$ cat src/rtl/wt_dcache_miss_arb.sv
// Miss arbiter for the write-through dcache: picks one controller miss at a time,
// tracks outstanding misses per port, promotes starving low-priority ports and drains on flush.
module wt_dcache_miss_arb #(
  parameter int NumPorts     = 4,
  parameter int NumHiPrio    = 2,
  parameter int MaxOutst     = 4,
  parameter int StarveCycles = 16,
  parameter int PlenWidth    = 56,
  parameter int IdWidth      = 2,
  localparam int PortW       = $clog2(NumPorts)
) (
  input  logic                                clk_i,
  input  logic                                rst_i,
  input  logic                                flush_i,
  output logic                                flush_ack_o,
  input  logic [NumPorts-1:0]                 req_i,
  output logic [NumPorts-1:0]                 ack_o,
  input  logic [NumPorts-1:0][PlenWidth-1:0]  paddr_i,
  input  logic [NumPorts-1:0][63:0]           wdata_i,
  input  logic [NumPorts-1:0]                 we_i,
  input  logic [NumPorts-1:0]                 nc_i,
  input  logic [NumPorts-1:0][2:0]            size_i,
  input  logic [NumPorts-1:0][IdWidth-1:0]    id_i,
  output logic                                miss_req_o,
  input  logic                                miss_ack_i,
  output logic [PlenWidth-1:0]                miss_paddr_o,
  output logic [63:0]                         miss_wdata_o,
  output logic                                miss_we_o,
  output logic                                miss_nc_o,
  output logic [2:0]                          miss_size_o,
  output logic [IdWidth-1:0]                  miss_id_o,
  output logic [PortW-1:0]                    miss_port_o,
  input  logic                                rtrn_vld_i,
  input  logic [PortW-1:0]                    rtrn_port_i,
  output logic [NumPorts-1:0]                 rtrn_vld_o,
  output logic                                busy_o,
  output logic                                err_o,
  output logic [1:0]                          dbg_state_o
);

  localparam int         NumLo     = NumPorts - NumHiPrio;
  localparam logic [3:0] MaxCnt    = 4'(MaxOutst);
  localparam logic [7:0] StarveMax = 8'(StarveCycles);

  typedef enum logic [1:0] {IDLE = 2'd0, GRANT = 2'd1, DRAIN = 2'd2} state_e;

  state_e               state_q, state_d;
  logic [PortW-1:0]     gnt_q, rr_q, rr_next, sel_idx;
  logic                 sel_valid;
  logic [3:0]           cnt_q  [NumPorts];
  logic [7:0]           wait_q [NumPorts];
  logic [NumPorts-1:0]  elig, promoted;
  logic                 all_zero, err_q, err_set, flush_done_q;

  always_comb begin
    all_zero = 1'b1;
    for (int i = 0; i < NumPorts; i++) begin
      elig[i]     = req_i[i] && (cnt_q[i] < MaxCnt) && !flush_i && (state_q != DRAIN);
      promoted[i] = (i >= NumHiPrio) && (wait_q[i] == StarveMax);
      if (cnt_q[i] != 4'd0) all_zero = 1'b0;
    end
  end

  // Priority: promoted low ports, then fixed high ports, then round-robin over low ports.
  always_comb begin
    int idx;
    sel_valid = 1'b0;
    sel_idx   = '0;
    for (int i = 0; i < NumPorts; i++) begin
      if (!sel_valid && elig[i] && promoted[i]) begin
        sel_valid = 1'b1;
        sel_idx   = PortW'(i);
      end
    end
    for (int i = 0; i < NumHiPrio; i++) begin
      if (!sel_valid && elig[i]) begin
        sel_valid = 1'b1;
        sel_idx   = PortW'(i);
      end
    end
    for (int off = 0; off < NumLo; off++) begin
      idx = int'(rr_q) + off;
      if (idx >= NumPorts) idx = idx - NumLo;
      if (!sel_valid && elig[idx]) begin
        sel_valid = 1'b1;
        sel_idx   = PortW'(idx);
      end
    end
  end

  always_comb begin
    int g1;
    g1      = int'(gnt_q) + 1;
    rr_next = (g1 >= NumPorts) ? PortW'(NumHiPrio) : PortW'(g1);
  end

  always_ff @(posedge clk_i) begin
    if (rst_i) state_q <= IDLE;
    else       state_q <= state_d;
  end

  always_comb begin
    state_d = state_q;
    case (state_q)
      IDLE:    if (flush_i) state_d = DRAIN;
               else if (sel_valid) state_d = GRANT;
      GRANT:   if (miss_ack_i) state_d = flush_i ? DRAIN : IDLE;
      DRAIN:   if (all_zero) state_d = IDLE;
      default: state_d = IDLE;
    endcase
  end

  // Handshake: miss_req_o is held with stable miss_* fields until miss_ack_i is seen
  // high in the same cycle; that cycle is the transfer and pulses ack_o of the locked port.
  always_comb begin
    ack_o       = '0;
    miss_req_o  = (state_q == GRANT) && !rst_i;
    if (miss_req_o && miss_ack_i) ack_o[gnt_q] = 1'b1;
    flush_ack_o = (state_q == DRAIN) && all_zero && !flush_done_q && !rst_i;
    busy_o      = (!all_zero || (state_q == GRANT)) && !rst_i;
    err_o       = err_q;
    dbg_state_o = state_q;
  end

  always_comb begin
    miss_paddr_o = paddr_i[gnt_q];
    miss_wdata_o = wdata_i[gnt_q];
    miss_we_o    = we_i[gnt_q];
    miss_nc_o    = nc_i[gnt_q];
    miss_size_o  = size_i[gnt_q];
    miss_id_o    = id_i[gnt_q];
    miss_port_o  = gnt_q;
  end

  always_comb begin
    rtrn_vld_o = '0;
    if (rtrn_vld_i) rtrn_vld_o[rtrn_port_i] = 1'b1;
  end

  always_comb begin
    err_set = (state_q == GRANT) && !req_i[gnt_q];
    for (int i = 0; i < NumPorts; i++) begin
      if (rtrn_vld_o[i] && !ack_o[i] && (cnt_q[i] == 4'd0)) err_set = 1'b1;
    end
  end

  always_ff @(posedge clk_i) begin
    if (rst_i) begin
      gnt_q        <= '0;
      rr_q         <= PortW'(NumHiPrio);
      err_q        <= 1'b0;
      flush_done_q <= 1'b0;
      for (int i = 0; i < NumPorts; i++) begin
        cnt_q[i]  <= 4'd0;
        wait_q[i] <= 8'd0;
      end
    end else begin
      if ((state_q == IDLE) && (state_d == GRANT)) gnt_q <= sel_idx;
      if ((state_q == GRANT) && miss_ack_i && (int'(gnt_q) >= NumHiPrio)) rr_q <= rr_next;
      if (err_set) err_q <= 1'b1;
      // Remembers that this flush was already acknowledged while flush_i stays high.
      flush_done_q <= flush_i && (flush_done_q || flush_ack_o);
      for (int i = 0; i < NumPorts; i++) begin
        if (ack_o[i] && !rtrn_vld_o[i] && (cnt_q[i] < MaxCnt)) cnt_q[i] <= cnt_q[i] + 4'd1;
        else if (rtrn_vld_o[i] && !ack_o[i] && (cnt_q[i] != 4'd0)) cnt_q[i] <= cnt_q[i] - 4'd1;
        if (i >= NumHiPrio) begin
          if (ack_o[i]) wait_q[i] <= 8'd0;
          else if (elig[i] && (wait_q[i] < StarveMax)) wait_q[i] <= wait_q[i] + 8'd1;
        end
      end
    end
  end

endmodule

$ cat config.mk
export PLATFORM = sky130hd
export DESIGN_NAME = wt_dcache_miss_arb
export DESIGN_NICKNAME = d
export VERILOG_FILES = /design/src/rtl/wt_dcache_miss_arb.sv
export SDC_FILE = /design/constraint.sdc
export NUM_CORES = 1
export LEC_CHECK = 0
export CORE_AREA = 2 2 254 256
export CTS_BUF_LIST = sky130_fd_sc_hd__clkbuf_4 sky130_fd_sc_hd__clkbuf_8
export CTS_CLUSTER_DIAMETER = 150
export DETAILED_ROUTE_END_ITERATION = 16
export DIE_AREA = 0 0 256 258
export GPL_ROUTABILITY_DRIVEN = 0
export PLACE_DENSITY_LB_ADDON = 0.1
export RECOVER_POWER = 25
export SYNTH_ARGS = -nofsm -noshare
export SYNTH_HDL_FRONTEND = slang
export SYNTH_SLANG_ARGS = --single-unit
export TNS_END_PERCENT = 20
$ cat constraint.sdc
create_clock -name clk_i -period 7.65 [get_ports clk_i]
set_input_delay 1.53 -clock clk_i [delete_from_list [all_inputs] [get_ports clk_i]]
set_output_delay 1.53 -clock clk_i [all_outputs]
set_load 0.01 [all_outputs]
==> results of run 1 <==
==> path summary, 6_finish.rpt <==
| check | end | slack (ps) | from |
|---|---|---|---|
| setup / recovery | ack_o[1] | 1880 | rst_i |
| hold / removal | flush_done_q$_SDFF_PP0_ | 520 | flush_done_q$_SDFF_PP0_ |
| setup reg to reg | cnt_q[0][3]$_SDFFCE_PN0P_ | 3630 | miss_port_o[0]$_SDFFE_PP0P_ |
| hold reg to reg | flush_done_q$_SDFF_PP0_ | 520 | flush_done_q$_SDFF_PP0_ |
==> logic make-up (layout without fill, tap and decap cells) <==
logic type | count (synthesis) | after routing | share of synthesized area, %
mux | 130 | 130 | 53.5
simple gates | 123 | 123 | 11.9
buf+inv | 56 | 699 | 4.11
flops | 40 | 40 | 20.6
compound gates | 35 | 35 | 4.71
fa+ha+maj | 15 | 15 | 3.86
xor+xnor | 8 | 8 | 1.29
other cells | 1 | 12 | 0.0688
==> cells in the mapped netlist, types with 3 or more instances <==
cell type  count  area [µm²]
a21o_1         3        22.5
a21oi_1        8        40.0
a31oi_1        3        18.8
a32oi_1        3        26.3
and3_1         4        25.0
buf_1          7        26.3
buf_2         11        55.1
clkbuf_1      16        60.1
dfxtp_1        8         160
edfxtp_1      32         961
fa_1           3        60.1
ha_1          12         150
inv_1         22        82.6
mux4_2       129        2910
nand2_1       15        56.3
nand2b_1       6        37.5
nand3_1        7        35.0
nand3b_1       4        30.0
nand4b_1       3        26.3
nor2_1        42         158
nor3_1        11        55.1
nor3b_1        3        22.5
nor4_1         8        50.1
o21ai_0        6        30.0
or3_1          5        31.3
xnor2_1        3        26.3
xor2_1         5        43.8
==> flip-flops by register name (all words and copies together), names as in the netlist <==
register,cells
flush_done_q,1
rr_q,2
dbg_state_o,2
miss_port_o,2
wait_q,16
err_o,1
cnt_q,16
==> worst reg2reg max path, delay by kind of cell (launching register included) <==
| family | cells | cell delay [ps] |
|---|---|---|
| adder cells (fa/ha/maj) | 1 | 380 |
| buffers and inverters | 2 | 1050 |
| AO/OA/AOI/OAI | 4 | 670 |
| AND/OR/NAND/NOR | 3 | 1050 |
| flip-flops | 1 | 640 |
==> per-layer routing <==
metal	vias up	GRT usage, %	routed length (µm)	share of wire (%)
li1	3034	-	-	-
met1	3558	21.5	24900	41
met2	431	30.8	29500	48
met3	106	7.57	5870	9.6
met4	40	1.32	785	1.3
met5	-	0	264	0.43
==> power by group <==
| part | leakage [nW] | switching (mW) | total (mW) | internal [mW] |
|---|---|---|---|---|
| registers | 0.394 | 0.0132 | 0.259 | 0.246 |
| clock network | 0.0558 | 0.0864 | 0.183 | 0.0967 |
| logic | 3.82 | 0.221 | 0.642 | 0.421 |
==> layout make-up <==
cell class                      instances  area (µm²)  share of cell area, %
Tap cell                              855        1070                   8.12
Multi-Input combinational cell        317        4110                   31.2
Timing Repair Buffer                  669        6670                   50.6
Inverter                               22        82.6                  0.627
Clock buffer                            5        68.8                  0.522
Clock inverter                          3        42.5                  0.323
Antenna cell                            6        15.0                  0.114
Sequential cell                        40        1120                   8.53
==> cell usage in the layout (no fill, tap or decap), types with 2 or more instances in the layout <==
cell type,count
nor4_1,8
and2_1,2
a32oi_1,3
clkdlybuf4s50_1,656
nand2b_1,6
a21o_1,3
and3_1,4
a311o_1,2
nand3_1,7
edfxtp_1,32
nor3b_1,3
conb_1,6
clkbuf_1,2
or3_1,5
diode_2,6
nor2b_1,2
nand2_1,15
nand3b_1,4
nand4b_1,3
inv_1,22
clkbuf_8,5
a21oi_1,8
dlygate4sd3_1,5
buf_4,6
dfxtp_1,7
ha_1,12
xor2_1,5
nor2_1,42
o21ai_0,7
xnor2_1,3
nor3_1,11
a31oi_1,3
fa_1,3
mux4_2,129
==> metrics.md, run 1 <==
| Metric | Value |
|---|---|
| I/O pin count | `between 600 and 700` |
| Die area | `66000 µm²` |
| Measured slew at the worst slew-check pin | `~1200 ps` |
| # fillers | `6958` |
| Area after DPL | `between 10000 and 15000 µm²` |
| Worst-Skew Late Latency | `320 ps` |
| Detailed Route WL | `61300 µm` |
| Synth warn | `0` |
| Worst Setup Slack, final | `~1900 ps` |
| CTS tree | `yes` |
| Sequential share of the synthesized area | `between 20% and 30%` |
| Final instance area | `roughly 13000 µm²` |
| 1st-iter DRT viols | `451` |
| Max Root-Sink Buffers | `2` |
| Max-slew headroom | `23.2%` |
| Rows | `93` |
| Crit-path cells | `dlygate4sd3_1 > clkbuf_1 > nand4bb_1 > nor3b_1 > clkdlybuf4s50_1` |
| Core box area | `about 64000 µm²` |
| Wire length per cell | `~32 µm` |
| Share of cells above drive strength 1 | `14.0%` |
| Slew Limit Fails | `0` |
| PD cells | `roughly 80 nW/µm²` |
| Fin nets | `roughly 1600` |
| Vias | `~7000` |
| Tot GR Track Use | `roughly 18%` |
| Netlist cell types | `53` |
| Ys async rst share | `0%` |
| H-Tree Depth | `2` |
| CP bufs+invs | `3` |
| Total of max-cap violations | `0` |
| Pleak | `4.27 nW` |
| Setup violations, final | `0` |
| RSZ-0062 raised after global routing | `false` |
| Worst reg-to-reg path cell count | `10` |
| Hold depth | `2` |
| Post-Synthesis Cells | `roughly 410` |
| Synth Cell Area | `between 5000 and 6000 µm²` |
| HP Class | `flop to flop` |
| DRC viols | `0` |
| Drt first pass iters | `4` |
| Post-route total power | `roughly 1.1 mW` |
| Final hold violation count | `0` |
| Non-Filler Instances | `roughly 1900` |
| CP required | `approximately 6100 ps` |
| Placed Cells | `1903` |
| Crit path DAT | `4240 ps` |
| Number of post-CTS setup repair buffers | `0` |
| Fmax achieved | `approximately 0.17 GHz` |
| Yosys reg bits | `40` |
| Vias in the first global route | `approximately 7500` |
| CTS Buf Count | `5` |
| Post-synth EDFFs | `32` |
| Clk_skew | `approximately 6.7 ps` |
| Initial Util | `8.56%` |
| Startpoint Class | `primary input` |
| Post-synthesis area per instance | `between 10 and 15 µm²` |
| Clock Sinks | `40` |
| Input/output buffers | `roughly 660` |
| Synth Flop Type | `edfxtp_1` |
| End-of-flow core utilization | `about a fifth` |
| Antenna-violating nets left | `0` |
| Period utilisation layout | `75.4%` |
| Worst path depth | `5` |
| Worst Path Max Fanout | `26` |
| Initial antenna violation count | `between 70 and 80` |
| Die Ht | `approximately 260 µm` |
| Pin count of the biggest net entering global routing | `65` |
| Global-route wire length before repair | `~80000 µm` |
| Hold Buf Count CTS | `0` |
| CP top delay family | `buffers and inverters` |
| Critical Path End Type | `primary output` |
| Grt total ovfl | `0` |
| CP max stage delay | `680 ps` |
| CTS resizes | `0` |
| Hold slack final | `slightly above 500 ps` |
| Setup TNS | `0 ps` |
| P&R area growth vs syn | `142%` |
| CP Class | `primary input to primary output` |
| Period minus WS final | `5770 ps` |
| VDD IR max | `around 0.059 mV` |
| CP max stage cell | `clkdlybuf4s50_1` |
| Root Driver | `clkbuf_8` |
| Die Wd | `256 µm` |
| Post-DP HPWL | `~56000 µm` |
| Status | `completed` |
| Setup WS pre-CTS | `roughly 2400 ps` |
| Worst-path clk slew | `90 ps` |
| Routed vias/inst | `3.74` |
Power figures use the tool's default switching activity.
==> inputs of run 2 (changes only) <==
--- a/config.mk
+++ b/config.mk
@@ -5,11 +5,11 @@
 export SDC_FILE = /design/constraint.sdc
 export NUM_CORES = 1
 export LEC_CHECK = 0
-export CORE_AREA = 2 2 254 256
+export CORE_AREA = 2 2 255 257
 export CTS_BUF_LIST = sky130_fd_sc_hd__clkbuf_4 sky130_fd_sc_hd__clkbuf_8
 export CTS_CLUSTER_DIAMETER = 150
 export DETAILED_ROUTE_END_ITERATION = 16
-export DIE_AREA = 0 0 256 258
+export DIE_AREA = 0 0 257 259
 export GPL_ROUTABILITY_DRIVEN = 0
 export PLACE_DENSITY_LB_ADDON = 0.1
 export RECOVER_POWER = 25
==> constraint.sdc (replaced) <==
create_clock -name clk_i -period 6 [get_ports clk_i]
set_input_delay 1.2 -clock clk_i [delete_from_list [all_inputs] [get_ports clk_i]]
set_output_delay 1.2 -clock clk_i [all_outputs]
set_load 0.01 [all_outputs]
==> metrics.md, run 2 (synthesis results as in run 1) <==
| Metric | Value |
|---|---|
| P&R area growth vs syn | `142%` |
| I/O pin count | `662` |
| WL met2 | `27400 µm` |
| Pleak | `roughly 4.3 nW` |
| Period utilisation layout | `between 70% and 80%` |
| Violated checks | `capacitance limit, slew limit` |
| Metal-1 WL | `roughly 23000 µm` |
| Root Driver | `clkbuf_8` |
| Worst-path clk slew | `90 ps` |
| HP Class | `flop to flop` |
| Hold Startpoint | `flush_done_q$_SDFF_PP0_` |
| WL met3 | `~5200 µm` |
| Worst Hold Path EP | `flush_done_q$_SDFF_PP0_` |
| 1st-iter DRT viols | `between 300 and 400` |
| Max Used Layer | `met5` |
| Max-slew headroom | `-25.6%` |
| Setup violations, final | `0` |
| H-Tree Depth | `2` |
| Hold slack final | `roughly 530 ps` |
| Measured slew at the worst slew-check pin | `around 1900 ps` |
| Input/output buffers | `~660` |
| Routed vias/inst | `between 3 and 4` |
| Rows | `93` |
| Final hold violation count | `0` |
| Reg-to-reg startpoint | `miss_port_o[0]$_SDFFE_PP0P_` |
| Die Ht | `between 200 and 300 µm` |
| Commonest non-fill, non-tap cell in the layout | `clkdlybuf4s50_1` |
| Clock Sinks | `40` |
| RSZ-0062 raised after global routing | `false` |
| CP Class | `flop to primary output` |
| Wire length per cell | `roughly 29 µm` |
| Period minus WS final | `about 4700 ps` |
| CP bufs+invs | `2` |
| Hold Buf Count CTS | `0` |
| Grt total ovfl | `0` |
| Worst Path Max Fanout | `32` |
| Fin nets | `roughly 1600` |
| Worst-Skew Late Latency | `300 ps` |
| CP max stage cell | `dfxtp_1` |
| Die area | `roughly 67000 µm²` |
| CP max stage delay | `between 1500 and 2000 ps` |
| Vias | `approximately 7000` |
| VDD IR max | `0.0575 mV` |
| Reg2reg end | `cnt_q[0][3]$_SDFFCE_PN0P_` |
| Crit-path cells | `buf_4 > mux4_2 > clkdlybuf4s50_1` |
| Setup TNS | `0 ps` |
| CTS tree | `yes` |
| Tot GR Track Use | `around 16%` |
| DRC viols | `0` |
| Pin count of the biggest net entering global routing | `between 80 and 90` |
| Antenna-violating nets left | `0` |
| Worst reg-to-reg path cell count | `9` |
| Vias in the first global route | `7170` |
| Initial Util | `8.53%` |
| Clk_skew | `between 15 and 20 ps` |
| Status | `complete, but fails checks` |
| Hold depth | `2` |
| Area after DPL | `~13000 µm²` |
| Die Wd | `257 µm` |
| Max Root-Sink Buffers | `2` |
| Global-route wire length before repair | `roughly 70000 µm` |
| Critical Path End Type | `primary output` |
| R2R Setup Slk | `1700 ps` |
| Crit path DAT | `3510 ps` |
| Fmax achieved | `about 0.21 GHz` |
| Commonest non-fill, non-tap cells in the layout | `656 x clkdlybuf4s50_1, 129 x mux4_2, 42 x nor2_1, 32 x edfxtp_1, 22 x inv_1` |
| Drt first pass iters | `5` |
| PD cells | `roughly 100 nW/µm²` |
| CP top delay family | `flip-flops` |
| Final instance area | `~13000 µm²` |
| Detailed Route WL | `approximately 56000 µm` |
| Core box area | `~64000 µm²` |
| Initial antenna violation count | `55` |
| Total of max-cap violations | `2` |
| Number of post-CTS setup repair buffers | `0` |
| CP required | `between 4000 and 5000 ps` |
| CTS resizes | `0` |
| Post-DP HPWL | `between 50000 and 60000 µm` |
| CTS Buf Count | `5` |
| Slew Limit Fails | `around 110` |
| Share of cells above drive strength 1 | `14.0%` |
| Startpoint Class | `flop` |
| Top Registers | `cnt_q x16, wait_q x16` |
run 2: metrics by stage:
stage / setup slack, ps / cells / util [%] / power [mW]
after floorplan: 2430 / 413 / - / 0.557
after global placement: 1620 / 1901 / 20.5 / 1.15
after detailed placement: 1610 / 1901 / 20.5 / 1.15
after CTS: 1660 / 1909 / 20.7 / 1.35
after global routing: 928 / 1910 / 20.6 / 1.39
final: 1290 / 1915 / 20.6 / 1.33
run 2: tightest hold or removal path, stage by stage (launching register included):
cell and delay [ps]:
dfxtp_1 330, a21oi_1 110, nor3b_1 50
run 2: worst max-delay path by stage:
stage | slack (ps) | start | depth (start not counted) | endpoint
2_1_floorplan | 2430 | rtrn_port_i[1] | 8 | cnt_q[0][3]$_SDFFCE_PN0P_
3_3_place_gp | 1620 | rtrn_vld_i | 9 | cnt_q[0][3]$_SDFFCE_PN0P_
3_5_place_dp | 1610 | rtrn_vld_i | 9 | cnt_q[0][3]$_SDFFCE_PN0P_
4_1_cts | 1660 | miss_ack_i | 4 | ack_o[1]
5_1_grt | 930 | miss_port_o[0]$_SDFFE_PP0P_ | 3 | miss_we_o
6_report | 1290 | miss_port_o[1]$_SDFFE_PP0P_ | 3 | miss_wdata_o[15]
run 2: layout make-up:
type | count | area [µm²]
Clock buffer | 6 | 76.3
Fill cell | 6848 | 50700
Sequential cell | 40 | 1120
Tap cell | 855 | 1070
Antenna cell | 6 | 15.0
Timing Repair Buffer | 667 | 6680
Multi-Input combinational cell | 317 | 4120
Clock inverter | 2 | 12.5
Inverter | 22 | 82.6
run 2: layer usage:
| metal | vias up | track usage [%] |
|---|---|---|
| met4 | 24 | 1.11 |
| li1 | 3031 | - |
| met3 | 74 | 5.47 |
| met2 | 423 | 27.8 |
| met5 | - | 0 |
| met1 | 3438 | 20.1 |
run 2: power breakdown:
group	internal [mW]	switching, mW
logic	0.537	0.265
clock network	0.0861	0.106
registers	0.314	0.0185
